File: src/rtl/inst_demux_pkg.sv
// inst_demux_pkg: shared constants and types for the N-channel instruction-fetch demux.
package inst_demux_pkg;
  localparam int PAGE_W = 20;
  localparam int PAGE_LSB = 12;
  typedef enum logic [1:0] {IDLE, WAIT, RESP} demux_state_e;
  typedef logic [31:0] inst_addr_t;
endpackage

File: src/rtl/inst_page_decoder.sv
// inst_page_decoder: maps a 4KB page onto a one-hot channel select, lowest index wins on overlap.
module inst_page_decoder
  import inst_demux_pkg::*;
#(
  parameter int NUM_CH = 3
) (
  input  logic [PAGE_W-1:0]             page,
  input  logic [NUM_CH-1:0][PAGE_W-1:0] base_pg,
  input  logic [NUM_CH-1:0][PAGE_W-1:0] end_pg,
  output logic [NUM_CH-1:0]             sel,
  output logic                          hit
);
  always_comb begin
    sel = '0;
    for (int i = NUM_CH - 1; i >= 0; i--)
      if (page >= base_pg[i] && page <= end_pg[i]) sel = NUM_CH'(1) << i;
  end
  assign hit = |sel;
endmodule

File: src/rtl/inst_itf_demux_n.sv
// inst_itf_demux_n: routes one core fetch to one of NUM_CH instruction ports, single outstanding.
// Define INST_DEMUX_TIMEOUT_EN to add a WAIT-state watchdog of TIMEOUT_CYCLES cycles.
module inst_itf_demux_n
  import inst_demux_pkg::*;
#(
  parameter int NUM_CH = 3,
  parameter logic [NUM_CH-1:0][PAGE_W-1:0] CH_BASE_PG = {20'h00000, 20'h00010, 20'h80000},
  parameter logic [NUM_CH-1:0][PAGE_W-1:0] CH_END_PG = {20'h00000, 20'h0001F, 20'hFFFFF},
  parameter int TIMEOUT_CYCLES = 256
) (
  input  logic                     clk_i,
  input  logic                     rst_i,
  input  logic                     inst_core_req_i,
  input  logic [31:0]              inst_core_addr_i,
  output logic                     inst_core_ack_o,
  output logic                     inst_core_error_o,
  output logic [31:0]              inst_core_data_o,
  output logic [NUM_CH-1:0]        inst_ch_req_o,
  output logic [NUM_CH-1:0][31:0]  inst_ch_addr_o,
  input  logic [NUM_CH-1:0]        inst_ch_ack_i,
  input  logic [NUM_CH-1:0]        inst_ch_error_i,
  input  logic [NUM_CH-1:0][31:0]  inst_ch_data_i,
  output logic                     busy_o
);
  demux_state_e state, state_nx;
  inst_addr_t addr_q;
  logic [NUM_CH-1:0] sel_q, dec_sel;
  logic dec_hit, sel_ack, sel_err, err_q, expire;
  logic [31:0] sel_data, data_q;

  inst_page_decoder #(.NUM_CH(NUM_CH)) u_dec (
    .page    (inst_core_addr_i[PAGE_LSB +: PAGE_W]),
    .base_pg (CH_BASE_PG),
    .end_pg  (CH_END_PG),
    .sel     (dec_sel),
    .hit     (dec_hit)
  );

  always_comb begin
    sel_data = '0;
    sel_err = 1'b0;
    for (int i = 0; i < NUM_CH; i++)
      if (sel_q[i]) begin
        sel_data |= inst_ch_data_i[i];
        sel_err |= inst_ch_error_i[i];
      end
  end
  assign sel_ack = |(inst_ch_ack_i & sel_q);

`ifdef INST_DEMUX_TIMEOUT_EN
  localparam int CNT_W = $clog2(TIMEOUT_CYCLES + 1);
  logic [CNT_W-1:0] cnt;
  assign expire = state == WAIT && cnt == CNT_W'(TIMEOUT_CYCLES - 1);
  always_ff @(posedge clk_i)
    if (rst_i || state != WAIT) cnt <= '0;
    else cnt <= cnt + 1'b1;
`else
  assign expire = 1'b0;
`endif

  always_comb
    state_nx = (state == IDLE) ? (inst_core_req_i ? (dec_hit ? WAIT : RESP) : IDLE)
             : (state == WAIT) ? ((sel_ack || expire) ? RESP : WAIT)
             : IDLE;

  always_ff @(posedge clk_i)
    if (rst_i) begin
      state <= IDLE;
      addr_q <= '0;
      sel_q <= '0;
      data_q <= '0;
      err_q <= 1'b0;
    end else begin
      state <= state_nx;
      if (state == IDLE && inst_core_req_i) begin
        addr_q <= inst_core_addr_i;
        sel_q <= dec_sel;
        if (!dec_hit) begin
          data_q <= '0;
          err_q <= 1'b1;
        end
      end
      // a same-cycle ack beats watchdog expiry
      if (state == WAIT && (sel_ack || expire)) begin
        data_q <= sel_ack ? sel_data : '0;
        err_q <= sel_ack ? sel_err : 1'b1;
      end
    end

  assign inst_ch_req_o = (state == WAIT) ? sel_q : '0;
  assign inst_ch_addr_o = {NUM_CH{addr_q}};
  assign inst_core_ack_o = state == RESP;
  assign inst_core_data_o = data_q;
  assign inst_core_error_o = err_q;
  assign busy_o = state != IDLE;
endmodule

File: config.mk
export PLATFORM = sky130hd
export DESIGN_NAME = inst_itf_demux_n
export DESIGN_NICKNAME = d
export VERILOG_FILES = /design/src/rtl/inst_demux_pkg.sv /design/src/rtl/inst_page_decoder.sv /design/src/rtl/inst_itf_demux_n.sv
export SDC_FILE = /design/constraint.sdc
export NUM_CORES = 1
export LEC_CHECK = 0
export CAP_MARGIN = 20
export CORE_ASPECT_RATIO = 1.2
export CORE_UTILIZATION = 30
export CTS_CLUSTER_DIAMETER = 150
export DETAILED_ROUTE_END_ITERATION = 8
export GPL_TIMING_DRIVEN = 0
export PLACE_DENSITY = 0.7
export SETUP_SLACK_MARGIN = 0.2
export SYNTH_ARGS = -nofsm -noshare
export SYNTH_HDL_FRONTEND = slang
export SYNTH_HIERARCHICAL = 1
export SYNTH_SLANG_ARGS = --single-unit
export TNS_END_PERCENT = 1
File: constraint.sdc
create_clock -name clk_i -period 6.7 [get_ports clk_i]
set_input_delay 1.34 -clock clk_i [delete_from_list [all_inputs] [get_ports clk_i]]
set_output_delay 1.34 -clock clk_i [all_outputs]
set_load 0.005 [all_outputs]
==> results.ini, run 1 <==
[worst_setup_path]
crit_path_start_kind=input port
critPathTopFamily=compound AO/OA/AOI/OAI gates
rrSetupSlack_ps=4960
crit_arrival_ps=5240
timing.rr.start=state[1]
end_kind=register
critPathMaxFanout=10
cpPeakStageDelay_ps=730
regToRegEndpoint=inst_core_data_o[27]
path_cells=clkdlybuf4s50_1 > ha_1 > a211o_1 > a31oi_1 > o221ai_1 > a2111o_1 > o22ai_1 > o211ai_1 > nor4b_1 > nor2_1 > clkbuf_1 > a31o_1
path_class=in2reg
path_buf_inv=2
required_ps=6910
rr_worst_depth=4
cp_slowest_cell=clkdlybuf4s50_1

[synthesis]
ys_warn_count=6
syn-mean-instance-area_um2=7.892
synth_seq_cells=70
synth_cell_type_count=55
ys.flop_type=dfxtp_1
synthArstFlopShare=0
seq_area_frac_synth=0.2158
postSynthCellCount=823
synth_edf_count=0
synth_area_mm2=0.006495

[sta]
rsz0062_at_grt=false
setup_viol=0
maxSlewViolCount=0
min_period_ps=5027
fin_hold_ws_ps=472.4
fmax_ghz=0.1989
max_slew_margin=0.5085
fin_tns_setup_ps=0
finClkSkew_ps=6.353
worst_slew_pin_slew_ps=734.0
fin_crit_sh=0.7502
hold_viol=0

[power]
p_leak_nw=4.508
p_int_mw=1.171
switchingPower_uw=459.7
p_clk_frac=0.369
p_sw_frac=0.2820
p_seq_frac=0.283
p_comb_frac=0.348
p_per_area_mw_per_mm2=157.5
ir_drop_v=0.0001099

[clock_tree]
clk_pin_slew_ps=50
post_cts_resized=0
clock-sinks=70
cts-root-buf=clkbuf_16
htreeDepth=3
tritoncts=built
cts.path.max_buffers=2
clk_latency_ps=320
hold_buffers=0
cts-buffers-inserted=9
postCtsSetupBuffers=0

[final_layout]
final_cell_mix=269 x clkdlybuf4s50_1, 120 x conb_1, 120 x ha_1, 118 x inv_1, 100 x nand2_1
nNetsFinal=1478
drive_gt1_frac=0.08320
final_common_cell=clkdlybuf4s50_1
instances_no_fill=1497
area_growth_pct=59.39

[placed_design]
dp_cells=1480
dpl.hpwl_mm=18.47
port_buffers=269
place.gp.congestion=0.8755

[floorplan]
ioPinCount=271
die_h_um=163.2
start_util=0.3076
die_x_um=136.3
dieArea_mm2=0.02225
core_mm2=0.02112
num_rows=58

[route]
wl_mm=21.94
antenna_left=0
via_count=6906
via_per_inst=4.613
dr.pass1.iters=5
drc=0
drtIter0Drc=310
wl_per_cell_um=14.66

[global_routing]
grt_pass1_wl_mm=33.10
grt_usage=0.1944
grt_pass1_vias=6515
grt_max_degree=13
gr-total-overflow=0
antenna_found_initial=2

[flow_run]
maxCapViolCount=0

[outcome]
status=finished clean

[min_path]
holdPathEnd=inst_core_data_o[9]
hold_start=inst_core_data_o[9]
min_path_cells=1
min_path_type=reg2reg

[synthesized netlist by cell type (2+ instances only)]
cell	number	area share
o211ai_1	4	0.0046
o21ai_0	13	0.010
nand2b_1	4	0.0039
nor4_1	33	0.032
nor2_1	19	0.011
buf_2	9	0.0069
buf_1	2	0.0012
buf_8	4	0.0092
a211o_1	2	0.0027
ha_1	120	0.23
nor3b_1	2	0.0023
nand3_1	8	0.0062
a222oi_1	34	0.052
nand2_1	100	0.058
nor2b_1	5	0.0048
dfxtp_1	70	0.22
a31o_1	32	0.043
a21o_1	11	0.013
nor3_1	5	0.0039
a211oi_1	5	0.0058
conb_1	2	0.0012
clkbuf_1	24	0.014
a221o_1	2	0.0031
and4_1	5	0.0067
o21ai_1	3	0.0023
inv_1	118	0.068
buf_6	2	0.0035
buf_4	65	0.075
a21oi_1	79	0.061
nand4_1	15	0.014
a31oi_1	2	0.0019
[worst max-delay path by stage]
stage	slack [ps]	from	cells after the start	to
after global placement	1410	inst_core_addr_i[14]	12	inst_core_data_o[29]
after CTS	1720	inst_core_addr_i[14]	12	inst_core_data_o[27]
after floorplan	2870	inst_core_addr_i[14]	11	inst_core_data_o[1]
final	1670	inst_core_addr_i[14]	12	inst_core_data_o[27]
after global routing	1560	inst_core_addr_i[14]	12	inst_core_data_o[27]
after detailed placement	1390	inst_core_addr_i[14]	12	inst_core_data_o[24]
[area by class of cell]
cell class              instances  area, um2
well taps                     270      337.8
fillers                      2072      10770
clock inverters                 5      128.9
flip-flops and latches         70       1401
diodes                          1      2.502
multi-input cells             646       4377
repair buffers                269       2693
plain buffers                 106      713.2
inverters                     119      446.7
clock buffers                  11      252.7
[registers in the layout (all words and copies together), names as in the netlist]
| register | count |
|---|---|
| sel_q | 3 |
| state | 2 |
| inst_core_data_o | 32 |
| addr_q | 32 |
| inst_core_error_o | 1 |
[worst reg2reg max path, stage by stage (launching register included)]
cell,delay (ps)
dfxtp_1,340
nor4b_1,520
nor2_1,200
clkbuf_1,290
a31o_1,290
[logic make-up (layout without fill, tap and decap cells)]
| group | after synthesis | count (layout) | synth area share |
|---|---|---|---|
| and+or+nand+nor | 206 | 206 | 0.1562 |
| adders and majority gates | 120 | 120 | 0.2312 |
| muxes | 1 | 1 | 0.001541 |
| AOI/OAI and AO/OA | 199 | 199 | 0.2156 |
| other | 2 | 121 | 0.001156 |
| buffers and inverters | 225 | 510 | 0.1786 |
| DFF | 70 | 70 | 0.2158 |
[power by group through the flow]
stage | Combinational, mW | Sequential (mW) | Clock (mW)
after CTS | 0.568 | 0.462 | 0.612
after global routing | 0.634 | 0.465 | 0.633
after floorplan | 0.291 | 0.466 | 0
after detailed placement | 0.565 | 0.471 | 0
after global placement | 0.554 | 0.470 | 0
final | 0.567 | 0.461 | 0.602
[routing by layer]
| layer | track usage | wire length [um] | vias up |
|---|---|---|---|
| li1 | - | - | 3570 |
| met3 | 0.05400 | 1777 | 24 |
| met5 | 0 | 9 | - |
| met1 | 0.1905 | 7999 | 3123 |
| met4 | 0.05606 | 416 | 2 |
| met2 | 0.3860 | 11740 | 187 |
[metrics by stage]
stage	worst slack (ps)	total power [mW]	util	instance area [um2]
2_1_floorplan	2868	0.7570	-	6938
3_3_place_gp	1407	1.024	0.4720	9968
3_5_place_dp	1388	1.036	0.4720	9968
4_1_cts	1721	1.641	0.4901	10350
5_1_grt	1558	1.732	0.4901	10350
6_report	1673	1.630	0.4902	10350
No activity file was read; power rests on OpenSTA's default activity.
==> run 2: changes to the inputs <==
Settings changed: PLACE_DENSITY 0.7 to 0.72.
Clock period 6.7 ns to 4.14 ns, I/O delays scaled along.
==> run 2 against run 1 <==
Effect of this change:
- critical path depth did not move
- critical endpoint is now inst_core_data_o[11]
- critical path type unchanged
- largest cell class unchanged
- clock skew rose by 1.7 ps
- hold slack improved by 0.59 ps
- wire length rose by 2.6%
==> results.ini, run 2 (same netlist as run 1, synthesis figures left out) <==
[outcome]
status=finished clean

[clock_tree]
htreeDepth=3
hold_buffers=0
clk_pin_slew_ps=50
cts.path.max_buffers=2
clock-sinks=70
clk_latency_ps=330
cts-buffers-inserted=9
postCtsSetupBuffers=0
tritoncts=built
cts-root-buf=clkbuf_16

[global_routing]
grt_pass1_vias=6579
busiest_layer=met2
use_met3=0.06021
antenna_found_initial=4
gr-total-overflow=0
grt_max_degree=12
grt_usage=0.1989
use_met2=0.3687
grt_pass1_wl_mm=34.09
grt_util_met1=0.2018

[final_layout]
regArea_mm2=0.001401
final_cell_mix=253 x clkdlybuf4s50_1, 120 x conb_1, 120 x ha_1, 118 x inv_1, 100 x nand2_1
utilization=0.4874
drive_gt1_frac=0.08646
area_growth_pct=58.47
final_common_cell=clkdlybuf4s50_1
multi_input_area_mm2=0.004394
nNetsFinal=1478
nFillCells=2109

[floorplan]
num_rows=58
start_util=0.3076
core_mm2=0.02112
dieArea_mm2=0.02225
ioPinCount=271
die_x_um=136.3
die_h_um=163.2

[route]
drtIter0Drc=377
dr.pass1.iters=6
antenna_left=0
wl_per_cell_um=15.02
wl_mm=22.51
via_count=7009
drc=0
via_per_inst=4.676

[sta]
max_slew_margin=0.5165
rsz0062_at_grt=false
fin_crit_sh=0.9048
hold_viol=0
worst_slew_pin_slew_ps=722.1
maxSlewViolCount=0
fmax_ghz=0.2669
min_period_ps=3746
setup_viol=0
finClkSkew_ps=8.095

[worst_setup_path]
rr_worst_depth=4
end_kind=register
required_ps=4360
crit_arrival_ps=3960
path_class=in2reg
critPathMaxFanout=10
crit_path_start_kind=input port
rrSetupSlack_ps=2390

[flow_run]
maxCapViolCount=0

[min_path]
min_path_cells=1
min_path_type=reg2reg

[power]
p_leak_nw=4.542
ir_drop_v=0.0002022
total_power_mw=2.429
p_per_area_mw_per_mm2=236.0

[placed_design]
dpl.hpwl_mm=18.74
place.gp.congestion=0.8644
port_buffers=269

[run 2: cell count changes in the layout (fill, tap and decap cells not counted), moves of 2 or more]
cell             change
bufinv_16            -3
dlymetal6s2s_1       +5
clkdlybuf4s50_1     -16
diode_2              +2
clkbuf_2             +3
dlygate4sd2_1       +10
[run 2: routing by layer]
layer	up-vias	share of wire	wire, um
met2	211	0.51	11440
li1	3564	-	-
met1	3194	0.38	8477
met5	-	0.00058	13
met3	38	0.085	1921
met4	2	0.029	653
[run 2: what timing repair did]
action                     CTS  global route
pin swaps                    0             0
resized for setup           14            13
setup endpoints to repair   33            30
[run 2: path summary, 6_finish.rpt]
path,from,to
min,inst_core_data_o[25],inst_core_data_o[25]
max reg2reg,state[1],addr_q[29]
min reg2reg,inst_core_data_o[25],inst_core_data_o[25]
max,inst_core_addr_i[13],inst_core_data_o[11]
[run 2: critical path: stages]
cell and delay, ps:
dlygate4sd2_1 400, ha_1 280, a211o_1 250, a31oi_1 160, o221ai_1 190, a2111o_1 460
o22ai_2 210, o211ai_1 210, nor4b_2 310, nor2_1 170, clkbuf_2 240, a31o_1 250
[run 2: layout make-up]
cell class | count | area share
clock buffers | 13 | 0.02431
diodes | 3 | 0.0007294
plain buffers | 106 | 0.06966
flip-flops and latches | 70 | 0.1362
repair buffers | 269 | 0.2617
inverters | 119 | 0.04340
well taps | 270 | 0.03282
multi-input cells | 646 | 0.4269
clock inverters | 3 | 0.004255
[run 2: power by group]
| part | switching [mW] | internal (mW) | leakage [nW] |
|---|---|---|---|
| Sequential | 0.0385 | 0.709 | 0.570 |
| Clock | 0.282 | 0.484 | 0.144 |
| Combinational | 0.415 | 0.501 | 3.83 |
| Total | 0.736 | 1.69 | 4.54 |
[run 2: per-stage QoR]
step | TNS (ps) | std cells | hold slack, ps | area, um2 | worst slack [ps]
6_report | 0 | 1499 | 473.0 | 10290 | 393.9
5_1_grt | 0 | 1497 | 490.5 | 10290 | 197.4
4_1_cts | 0 | 1496 | 476.4 | 10260 | 213.0
3_5_place_dp | -20280 | 1480 | 463.2 | 9968 | -661.1
3_3_place_gp | -20380 | 1480 | 456.2 | 9968 | -668.4
2_1_floorplan | 0 | 941 | 474.1 | 6938 | 819.8
==> run 3: changes to the inputs <==
Settings changed: SETUP_SLACK_MARGIN 0.2 to not set, SLEW_MARGIN set to 10.
==> run 3 against run 2 <==
Effect of this change:
- hold slack about the same
- worst setup slack worse by 140 ps
- critical path depth down 1
- cell area about the same
==> results.ini, run 3 (same netlist as run 1, synthesis figures left out) <==
[outcome]
status=finished clean

[route]
via_count=7035
drtIter0Drc=358
drc=0
wl_mm=22.57
antenna_left=0
wl_per_cell_um=15.06
dr.pass1.iters=6
via_per_inst=4.693

[power]
p_clk_frac=0.316
p_leak_nw=4.551
p_per_area_mw_per_mm2=236.2
p_int_mw=1.695
switchingPower_uw=737.0
ir_drop_v=0.0002020
p_seq_frac=0.307
p_sw_frac=0.3031
p_comb_frac=0.377

[floorplan]
ioPinCount=271
die_x_um=136.3
die_h_um=163.2
start_util=0.3076
num_rows=58
dieArea_mm2=0.02225
core_mm2=0.02112

[global_routing]
grt_max_degree=12
gr-total-overflow=0
grt_pass1_wl_mm=34.11
grt_pass1_vias=6587
grt_usage=0.1990
antenna_found_initial=4

[worst_setup_path]
cp-startpoint=inst_core_addr_i[31]
required_ps=4410
critPathMaxFanout=10
critPathTopFamily=buffers and inverters
cp_slowest_cell=clkdlybuf4s50_1
path_cells=clkdlybuf4s50_1 > ha_1 > and4_1 > a211oi_1 > nand4b_1 > a22o_1 > o211ai_1 > nor4b_2 > nor2_1 > clkbuf_1 > a31o_1
rrSetupSlack_ps=2410
cpPeakStageDelay_ps=760
regToRegEndpoint=addr_q[29]
path_class=in2reg
path_buf_inv=2
rr_worst_depth=4
crit_path_start_kind=input port
crit_arrival_ps=4150
timing.rr.start=state[1]
end_kind=register

[sta]
fmax_ghz=0.2576
max_slew_margin=0.5292
worst_slew_pin_slew_ps=703.1
fin_tns_setup_ps=0
min_period_ps=3882
maxSlewViolCount=0
finClkSkew_ps=8.000
fin_crit_sh=0.9376
hold_viol=0
setup_ws_ps=258.4
setup_viol=0

[placed_design]
pre_cts_slack_ps=-661.1
dpl.hpwl_mm=18.74
place_area_mm2=0.009968
port_buffers=269
dp_cells=1480
place.gp.congestion=0.8644

[flow_run]
maxCapViolCount=0

[final_layout]
nNetsFinal=1478
area_growth_pct=58.52
multi_input_area_mm2=0.004388
drive_gt1_frac=0.08483
nFillCells=2108
regArea_mm2=0.001401
instances_no_fill=1499
final_cell_mix=258 x clkdlybuf4s50_1, 120 x conb_1, 120 x ha_1, 118 x inv_1, 100 x nand2_1
final_common_cell=clkdlybuf4s50_1
design_area_mm2=0.01030

[clock_tree]
clk_pin_slew_ps=60
clk_latency_ps=330
htreeDepth=3
cts-buffers-inserted=9
postCtsSetupBuffers=0
clock-sinks=70
cts-root-buf=clkbuf_16
tritoncts=built
cts.path.max_buffers=2

[min_path]
min_path_type=reg2reg
hold_start=inst_core_data_o[25]
min_path_cells=1
holdPathEnd=inst_core_data_o[25]

## run 3: worst register-to-register path: stages, from the launching register on
cell	delay, ps
dfxtp_1	350
nor3b_2	620
clkbuf_1	430
nand2_1	120
a21oi_1	140
## run 3: metrics by stage
stage	hold WS [ps]	power, mW	util
finish	473.1	2.432	0.4876
floorplan	474.1	1.225	-
global route	490.5	2.584	0.4873
detailed placement	463.2	1.674	0.4720
global placement	456.2	1.654	0.4720
CTS	476.4	2.446	0.4861
## run 3: power groups by stage
| stage | combinational, mW | clock [mW] | sequential, mW |
|---|---|---|---|
| floorplan | 0.471 | 0 | 0.754 |
| global placement | 0.894 | 0 | 0.760 |
| detailed placement | 0.912 | 0 | 0.762 |
| CTS | 0.916 | 0.782 | 0.748 |
| global route | 1.02 | 0.808 | 0.752 |
| finish | 0.917 | 0.768 | 0.747 |
## run 3: cell type report
cell class / count / share of cell area
Multi-Input combinational cell: 646 / 0.4262
Timing Repair Buffer: 269 / 0.2627
Sequential cell: 70 / 0.1361
Buffer: 106 / 0.06951
Inverter: 119 / 0.04338
Tap cell: 270 / 0.03281
Clock buffer: 13 / 0.02430
Clock inverter: 3 / 0.004253
Antenna cell: 3 / 0.0007291
## run 3: how the worst max path moves through the flow
stage,to,slack (ps),cells past startpoint
after floorplan,inst_core_data_o[1],820,11
after detailed placement,inst_core_data_o[24],-660,12
after global placement,inst_core_data_o[16],-670,12
after global routing,inst_core_data_o[3],-10,11
after CTS,inst_core_data_o[30],20,12
final,inst_core_data_o[5],260,11
## run 3: what timing repair did
| item | CTS | global route |
|---|---|---|
| endpoints found under the setup margin | 32 | 30 |
| resized for setup | 4 | 15 |
| endpoints found under the hold margin | 0 | 0 |
| hold buffers | 0 | 0 |
## run 3: routing by layer
layer | up-vias | routed length (um) | GRT usage
met3 | 40 | 1933 | 0.06021
met2 | 224 | 11480 | 0.3692
li1 | 3562 | - | -
met1 | 3207 | 8487 | 0.2016
met4 | 2 | 657 | 0.08889
met5 | - | 13 | 0
